## src/rtl/lc3b_victim_buffer_pkg.sv

```systemverilog
// Shared LC-3b memory-side types used by the L1 write-back victim buffer.
package lc3b_victim_buffer_pkg;

  typedef logic [15:0]  lc3b_word;
  typedef logic [11:0]  lc3b_wb_adr;
  typedef logic [127:0] lc3b_line;

  typedef enum logic {
    vb_idle,
    vb_drain
  } lc3b_vb_state;

endpackage

```

## src/rtl/lc3b_vb_match.sv

```systemverilog
// DEPTH-way line address compare; among several matches the entry written most
// recently (closest behind the tail pointer) is selected.
module lc3b_vb_match
  import lc3b_victim_buffer_pkg::*;
#(
  parameter int DEPTH = 4,
  parameter int PW    = 2
) (
  input  logic [DEPTH-1:0] valid,
  input  lc3b_wb_adr       adr  [DEPTH],
  input  lc3b_line         data [DEPTH],
  input  logic [PW-1:0]    tail,
  input  lc3b_wb_adr       key,
  output logic             hit,
  output logic [PW-1:0]    idx,
  output lc3b_line         hit_data
);

  logic [DEPTH-1:0] eq;

  genvar gi;
  generate
    for (gi = 0; gi < DEPTH; gi++) begin : g_cmp
      assign eq[gi] = valid[gi] && (adr[gi] == key);
    end
  endgenerate

  // Walk from oldest (tail) to newest (tail-1); the last match seen wins.
  always_comb begin
    hit = 1'b0;
    idx = '0;
    for (int k = 0; k < DEPTH; k++) begin
      if (eq[(int'(tail) + k) % DEPTH]) begin
        hit = 1'b1;
        idx = PW'((int'(tail) + k) % DEPTH);
      end
    end
    hit_data = hit ? data[idx] : '0;
  end

endmodule

```

## src/rtl/lc3b_victim_buffer.sv

```systemverilog
// Write-back victim buffer: queues evicted dirty lines, drains them to memory in
// FIFO order and keeps them visible to the cache through a lookup port.
module lc3b_victim_buffer
  import lc3b_victim_buffer_pkg::*;
#(
  parameter int DEPTH = 4
) (
  input  logic       clk,
  input  logic       rst,
  input  logic       vb_push,
  input  lc3b_wb_adr vb_push_adr,
  input  lc3b_line   vb_push_data,
  output logic       vb_full,
  output logic       vb_empty,
  input  lc3b_wb_adr lk_adr,
  output logic       lk_hit,
  output lc3b_line   lk_data,
  input  logic       drain_hold,
  output logic       pmem_write,
  output lc3b_word   pmem_address,
  output lc3b_line   pmem_wdata,
  input  logic       pmem_resp
);

  localparam int PW = (DEPTH > 1) ? $clog2(DEPTH) : 1;
  localparam int CW = PW + 1;

  logic [DEPTH-1:0] valid_q, valid_d;
  lc3b_wb_adr       adr_q  [DEPTH];
  lc3b_wb_adr       adr_d  [DEPTH];
  lc3b_line         data_q [DEPTH];
  lc3b_line         data_d [DEPTH];
  logic [PW-1:0]    head_q, head_d, tail_q, tail_d;
  logic [CW-1:0]    count_q, count_d;
  lc3b_vb_state     state_q, state_d;

  logic             push_ok, push_new, pop;
  logic [DEPTH-1:0] coal_valid;
  logic             coal_hit;
  logic [PW-1:0]    coal_idx;
  lc3b_line         coal_data;
  logic [PW-1:0]    lk_idx;

  function automatic logic [PW-1:0] ptr_inc(input logic [PW-1:0] p);
    return (p == PW'(DEPTH - 1)) ? '0 : p + 1'b1;
  endfunction

  // The head being written to memory must not change underneath the drain.
  assign coal_valid = valid_q & ~((state_q == vb_drain) ? (DEPTH'(1) << head_q) : '0);

  lc3b_vb_match #(.DEPTH(DEPTH), .PW(PW)) u_coal_match (
    .valid(coal_valid), .adr(adr_q), .data(data_q), .tail(tail_q),
    .key(vb_push_adr), .hit(coal_hit), .idx(coal_idx), .hit_data(coal_data)
  );

  lc3b_vb_match #(.DEPTH(DEPTH), .PW(PW)) u_lk_match (
    .valid(valid_q), .adr(adr_q), .data(data_q), .tail(tail_q),
    .key(lk_adr), .hit(lk_hit), .idx(lk_idx), .hit_data(lk_data)
  );

  assign vb_full  = (count_q == CW'(DEPTH));
  assign vb_empty = (count_q == '0);
  assign push_ok  = vb_push && !vb_full;
  assign push_new = push_ok && !coal_hit;
  assign pop      = (state_q == vb_drain) && pmem_resp;

  always_comb begin
    valid_d = valid_q;
    adr_d   = adr_q;
    data_d  = data_q;
    head_d  = head_q;
    tail_d  = tail_q;
    if (pop) begin
      valid_d[head_q] = 1'b0;
      head_d          = ptr_inc(head_q);
    end
    if (push_ok) begin
      if (coal_hit) begin
        data_d[coal_idx] = vb_push_data;
      end else begin
        valid_d[tail_q] = 1'b1;
        adr_d[tail_q]   = vb_push_adr;
        data_d[tail_q]  = vb_push_data;
        tail_d          = ptr_inc(tail_q);
      end
    end
    count_d = count_q + CW'(push_new) - CW'(pop);
  end

  always_ff @(posedge clk or posedge rst) begin
    if (rst) begin
      valid_q <= '0;
      head_q  <= '0;
      tail_q  <= '0;
      count_q <= '0;
    end else begin
      valid_q <= valid_d;
      head_q  <= head_d;
      tail_q  <= tail_d;
      count_q <= count_d;
    end
  end

  // Payload is qualified by valid_q, so it needs no reset.
  always_ff @(posedge clk) begin
    adr_q  <= adr_d;
    data_q <= data_d;
  end

  always_ff @(posedge clk or posedge rst) begin
    if (rst) state_q <= vb_idle;
    else     state_q <= state_d;
  end

  always_comb begin
    state_d = state_q;
    case (state_q)
      vb_idle:  if ((count_q != '0) && !drain_hold) state_d = vb_drain;
      vb_drain: if (pmem_resp) state_d = vb_idle;
      default:  state_d = vb_idle;
    endcase
  end

  // Head entry is frozen during a drain, so these follow registers only.
  always_comb begin
    pmem_write   = 1'b0;
    pmem_address = '0;
    pmem_wdata   = '0;
    if (state_q == vb_drain) begin
      pmem_write   = 1'b1;
      pmem_address = {adr_q[head_q], 4'b0000};
      pmem_wdata   = data_q[head_q];
    end
  end

endmodule

```

## config.mk

```make
export PLATFORM = sky130hd
export DESIGN_NAME = lc3b_victim_buffer
export DESIGN_NICKNAME = d
export VERILOG_FILES = /design/src/rtl/lc3b_victim_buffer_pkg.sv /design/src/rtl/lc3b_vb_match.sv /design/src/rtl/lc3b_victim_buffer.sv
export SDC_FILE = /design/constraint.sdc
export NUM_CORES = 1
export LEC_CHECK = 0
export ABC_AREA = 1
export CELL_PAD_IN_SITES_DETAIL_PLACEMENT = 1
export CELL_PAD_IN_SITES_GLOBAL_PLACEMENT = 1
export CORE_AREA = 2 2 393 278
export DETAILED_ROUTE_END_ITERATION = 8
export DIE_AREA = 0 0 395 280
export PLACE_DENSITY_LB_ADDON = 0.1
export SLEW_MARGIN = 0
export SYNTH_ARGS = -nofsm -noshare
export SYNTH_HDL_FRONTEND = slang
export SYNTH_HIERARCHICAL = 1
export SYNTH_SLANG_ARGS = --single-unit
```

## constraint.sdc

```tcl
create_clock -name clk -period 11.2 [get_ports clk]
set_clock_uncertainty 0.1 [all_clocks]
set_input_delay 1.68 -clock clk [delete_from_list [all_inputs] [get_ports clk]]
set_output_delay 1.68 -clock clk [all_outputs]
set_load 0.03 [all_outputs]
```

==> results.yml, run 1 <==
status:
  status: "complete, no violations"
setup_path:
  cp.required_ns: 9.42
  arrival_ns: 6.69
  reg2reg_to: "data_q[189]"
  crit_path_end: "lk_data[31]"
  crit-reg2reg-launch: "head_q[1]"
  cp-end-kind: "primary output"
  critPathLaunch: "lk_adr[8]"
  start_kind: "input pin"
  reg2reg_slack_ns: 3.71
  critPathKind: "in -> out"
  reg2reg_depth: 23
  path_max_fanout: 87
timing:
  fin_crit_sh: 0.756
  setup_tns_ns: 0
  setup_viol_count_final: 0
  whs_ns: 0.423
  slew_viol_final: 0
  worst_slack_ns: 2.73
  rsz0062_at_grt: "false"
  worstMarginPinSlew_ns: 1.18
  timing.fmax_ghz: 0.118
  finalCriticalPeriod_ns: 8.47
  max_slew_margin: 0.214
  finalHoldViolations: 0
clock_network:
  cts_tree: "done"
  cts_root_buf: "clkbuf_16"
  clockBufferDepth: 3
  cts_resized: 0
  cts_max_level: 3
  cts_setup_buffers: 0
  cts_buffers: 68
  clock_latency_ns: 0.63
  cts_hold_buf: 0
  clkSinkCount: 572
  clk_pin_slew_ns: 0.06
place:
  placedCellCount: 6867
  hpwlAfterDp_um: 92500
  portBuffers: 428
  gp_congestion: 0.873
  dpl-instance-area_mm2: 0.0425
  preCtsSetupSlack_ns: 2.84
detailed_routing:
  vias_per_cell: 5.01
  firstDrtPassIters: 5
  routed_wl_um: 155000
  vias: 35000
  ant_nets: 0
  drc: 0
  wire_per_inst_um: 22.1
  first_iter_violations: 2237
yosys:
  netlist_instances: 5258
  syn_area_mm2: 0.0376
  yosys_warnings: 6
  avgSynthCellArea_um2: 7.15
power_and_ir_drop:
  p_total_mw: 14.3
  leakage_nw: 21.4
  p_per_area_mw_per_mm2: 322
  ir_worst_vdd_mv: 0.366
final_layout:
  drive_above_1_share: 0.0444
  final_area_mm2: 0.0445
  areaGrowthSynthToFinish_pct: 18.4
  final_util: 0.415
  fin_nets: 5663
  final_cells: 6984
global_routing:
  grt_pass1_wl_um: 231000
  grt_use_total: 0.277
  overflow: 0
  grt_max_degree: 130
  grt_pass1_vias: 36000
  grt_antenna_before_repair: 7
run:
  drv_cap: 0
floorplan:
  ios: 433
  die_area_mm2: 0.111
  core-area_mm2: 0.107
  die_x_um: 395
  rows: 101
  initial_utilization: 0.350
  die_y_um: 280
worst_hold_path:
  min_from: "count_q[0]"
  min_path_type: "reg -> reg"
[cells in the final DEF, fill, tap and decap left out, types with 10 or more instances in the layout]
cell and n:
o21ai_0 28, nand2_1 1051, clkbuf_16 69, dfrtp_1 10, edfxtp_1 560, clkdlybuf4s50_1 428
nor2_4 44, clkinv_1 23, nand3_1 957, a21oi_1 273, ha_1 10, inv_2 29
nor2_1 583, inv_1 1325, buf_4 45
[registers in the layout (all words and copies together), names as in the netlist]
name and cells:
data_q 512, adr_q 48, valid_q 4, count_q 3, head_q 2, tail_q 2, state_q 1
[critical path, cell delays in order]
cell and delay [ns]:
clkdlybuf4s50_1 0.57, inv_2 0.08, nand2_1 0.17, nand2_1 0.07, nor2_1 0.25, nand2_1 0.08
nor2_1 0.13, nand3_1 0.08, nand2_1 0.12, nand2_1 0.08, nand2_1 0.11, inv_2 0.05
nand2_4 0.09, nand2_4 0.10, nand2_8 0.52, nand2_4 0.66, buf_4 0.53, nand2_1 0.12
nand3_1 0.07, a21oi_1 0.23, clkdlybuf4s50_1 0.77
[metal layers]
metal | GRT usage | vias to the layer above | share of wire
li1 | - | 16500 | -
met1 | 0.379 | 17300 | 0.46
met2 | 0.454 | 896 | 0.46
met3 | 0.0458 | 199 | 0.055
met4 | 0.0725 | 8 | 0.024
met5 | 0 | - | 0.00032
[worst min path at each step]
stage / end / slack (ns) / depth (start not counted)
2_1_floorplan: count_q[0] / 0.38 / 1
3_3_place_gp: count_q[0] / 0.39 / 1
3_5_place_dp: count_q[0] / 0.41 / 1
4_1_cts: count_q[0] / 0.43 / 1
5_1_grt: count_q[0] / 0.43 / 1
6_report: count_q[0] / 0.42 / 1
[power by group]
| group | internal [mW] | total [mW] | switching (mW) |
|---|---|---|---|
| Clock | 1.17 | 2.12 | 0.954 |
| Sequential | 3.27 | 3.66 | 0.386 |
| Combinational | 2.44 | 8.53 | 6.09 |
[area by class of cell]
type | count | area (µm²)
Clock buffer | 78 | 1760
Tap cell | 1442 | 1800
Antenna cell | 2 | 5.00
Fill cell | 13200 | 62800
Clock inverter | 37 | 246
Sequential cell | 572 | 17100
Inverter | 1360 | 5130
Timing Repair Buffer | 479 | 4740
Multi-Input combinational cell | 3014 | 13700
No activity file was read; power rests on OpenSTA's default activity.
==> run 2: changes to the inputs <==
--- a/config.mk
+++ b/config.mk
@@ -8,9 +8,9 @@
 export ABC_AREA = 1
 export CELL_PAD_IN_SITES_DETAIL_PLACEMENT = 1
 export CELL_PAD_IN_SITES_GLOBAL_PLACEMENT = 1
-export CORE_AREA = 2 2 393 278
+export CORE_AREA = 2 2 413 292
 export DETAILED_ROUTE_END_ITERATION = 8
-export DIE_AREA = 0 0 395 280
+export DIE_AREA = 0 0 415 294
 export PLACE_DENSITY_LB_ADDON = 0.1
 export SLEW_MARGIN = 0
 export SYNTH_ARGS = -nofsm -noshare
==> constraint.sdc (replaced) <==
create_clock -name clk -period 7.65 [get_ports clk]
set_clock_uncertainty 0.1 [all_clocks]
set_input_delay 1.1475 -clock clk [delete_from_list [all_inputs] [get_ports clk]]
set_output_delay 1.1475 -clock clk [all_outputs]
set_load 0.03 [all_outputs]
==> results.yml, run 2 (synthesis gave the netlist of run 1 again) <==
status:
  status: "complete, no violations"
final_layout:
  final_cells: 7117
  areaGrowthSynthToFinish_pct: 19.6
  final_cell_mix: "inv_1, nand2_1, nand3_1"
  final_area_mm2: 0.0450
  reg.largest.list: "data_q (512), adr_q (48), valid_q (4)"
  fill_cells: 14700
  final_common_cell: "inv_1"
  largest_reg_flops: 512
  drive_above_1_share: 0.0451
  fin_nets: 5666
  regMostFlops: "data_q"
setup_path:
  start_kind: "input pin"
  cp-end-kind: "primary output"
  arrival_ns: 5.48
  reg2reg_depth: 19
  cp.required_ns: 6.40
  path_max_fanout: 46
  critPathKind: "in -> out"
clock_network:
  clock_latency_ns: 0.63
  cts_setup_buffers: 0
  cts_buffers: 69
  clockBufferDepth: 3
  clkSinkCount: 572
  cts_root_buf: "clkbuf_16"
  clk_pin_slew_ns: 0.06
  cts_hold_buf: 0
  cts_resized: 0
  cts_tree: "done"
  cts_max_level: 3
detailed_routing:
  vias_per_cell: 4.91
  firstDrtPassIters: 5
  ant_nets: 0
  first_iter_violations: 2296
  wire_per_inst_um: 22.5
  vias: 34900
  drc: 0
  routed_wl_um: 160000
global_routing:
  overflow: 0
  grt_pass1_vias: 35000
  grt_antenna_before_repair: 7
  grt_pass1_wl_um: 235000
  grt_max_degree: 190
  grt_use_total: 0.257
timing:
  worstMarginPinSlew_ns: 1.26
  max_slew_margin: 0.158
  rsz0062_at_grt: "false"
  timing.fmax_ghz: 0.149
  whs_ns: 0.440
  setup_tns_ns: 0
  slew_viol_final: 0
  setup_viol_count_final: 0
  fin_crit_sh: 0.879
  finalHoldViolations: 0
  finalCriticalPeriod_ns: 6.72
power_and_ir_drop:
  ir_worst_vdd_mv: 0.543
  leakage_nw: 21.5
  p_per_area_mw_per_mm2: 472
  p_total_mw: 21.2
worst_hold_path:
  min_path_type: "reg -> reg"
  hold_depth: 1
floorplan:
  core-area_mm2: 0.118
  die_x_um: 415
  die_area_mm2: 0.122
  rows: 106
  die_y_um: 294
  ios: 433
  initial_utilization: 0.318
run:
  drv_cap: 0
place:
  portBuffers: 428
  gp_congestion: 0.900
  dpl-instance-area_mm2: 0.0429
  hpwlAfterDp_um: 94100
  placedCellCount: 6993
[run 2: area by class of cell]
type | instances | area [µm²] | area share
Antenna cell | 3 | 7.51 | 0.000167
Clock buffer | 93 | 1900 | 0.0423
Clock inverter | 28 | 174 | 0.00387
Inverter | 1360 | 5130 | 0.114
Multi-Input combinational cell | 3014 | 13700 | 0.304
Sequential cell | 572 | 17100 | 0.381
Tap cell | 1566 | 1960 | 0.0436
Timing Repair Buffer | 481 | 4990 | 0.111
[run 2: path summary, 6_finish.rpt]
path / startpoint / end / slack, ns
max in group asynchronous: rst / head_q[1] / 6.16
min in group asynchronous: rst / count_q[2] / 0.87
worst min register to register: count_q[0] / count_q[0] / 0.44
worst max register to register: head_q[1] / data_q[260] / 1.78
worst min-delay path: count_q[0] / count_q[0] / 0.44
worst max-delay path: lk_adr[2] / lk_data[1] / 0.93
[run 2: worst max-delay path, cell delays in order]
cell and delay [ns]:
clkdlybuf4s50_1 0.72, inv_2 0.11, nand2_1 0.10, nand2_1 0.06, nor2_1 0.30, nand2_1 0.09, nor2_1 0.16, nand3_1 0.11
nand2_2 0.14, nand2_2 0.10, nand2_1 0.09, inv_2 0.08, nand2_4 0.13, nand2_8 0.26, buf_4 0.44, nand3_1 0.16
nand3_1 0.07, a21oi_1 0.39, clkdlybuf4s50_1 0.77
[run 2: stage by stage]
step                      utilization  setup slack (ns)
after floorplan                     -             0.813
after global placement          0.362             0.955
after detailed placement        0.362             0.981
after CTS                       0.380             0.969
after global routing            0.380             0.710
final                           0.380             0.927
[run 2: report_power, final]
part | total, mW | internal (mW) | switching [mW]
Clock | 3.17 | 1.78 | 1.40
Combinational | 12.7 | 3.67 | 8.99
Sequential | 5.37 | 4.78 | 0.585
Total | 21.2 | 10.2 | 11.0
[run 2: layer usage]
layer / share of wire / wire length, µm / track usage
met4: 0.020 / 3250 / 0.0602
met2: 0.47 / 75500 / 0.433
met3: 0.043 / 6910 / 0.0281
met1: 0.47 / 74500 / 0.353
met5: 0 / 0 / 0
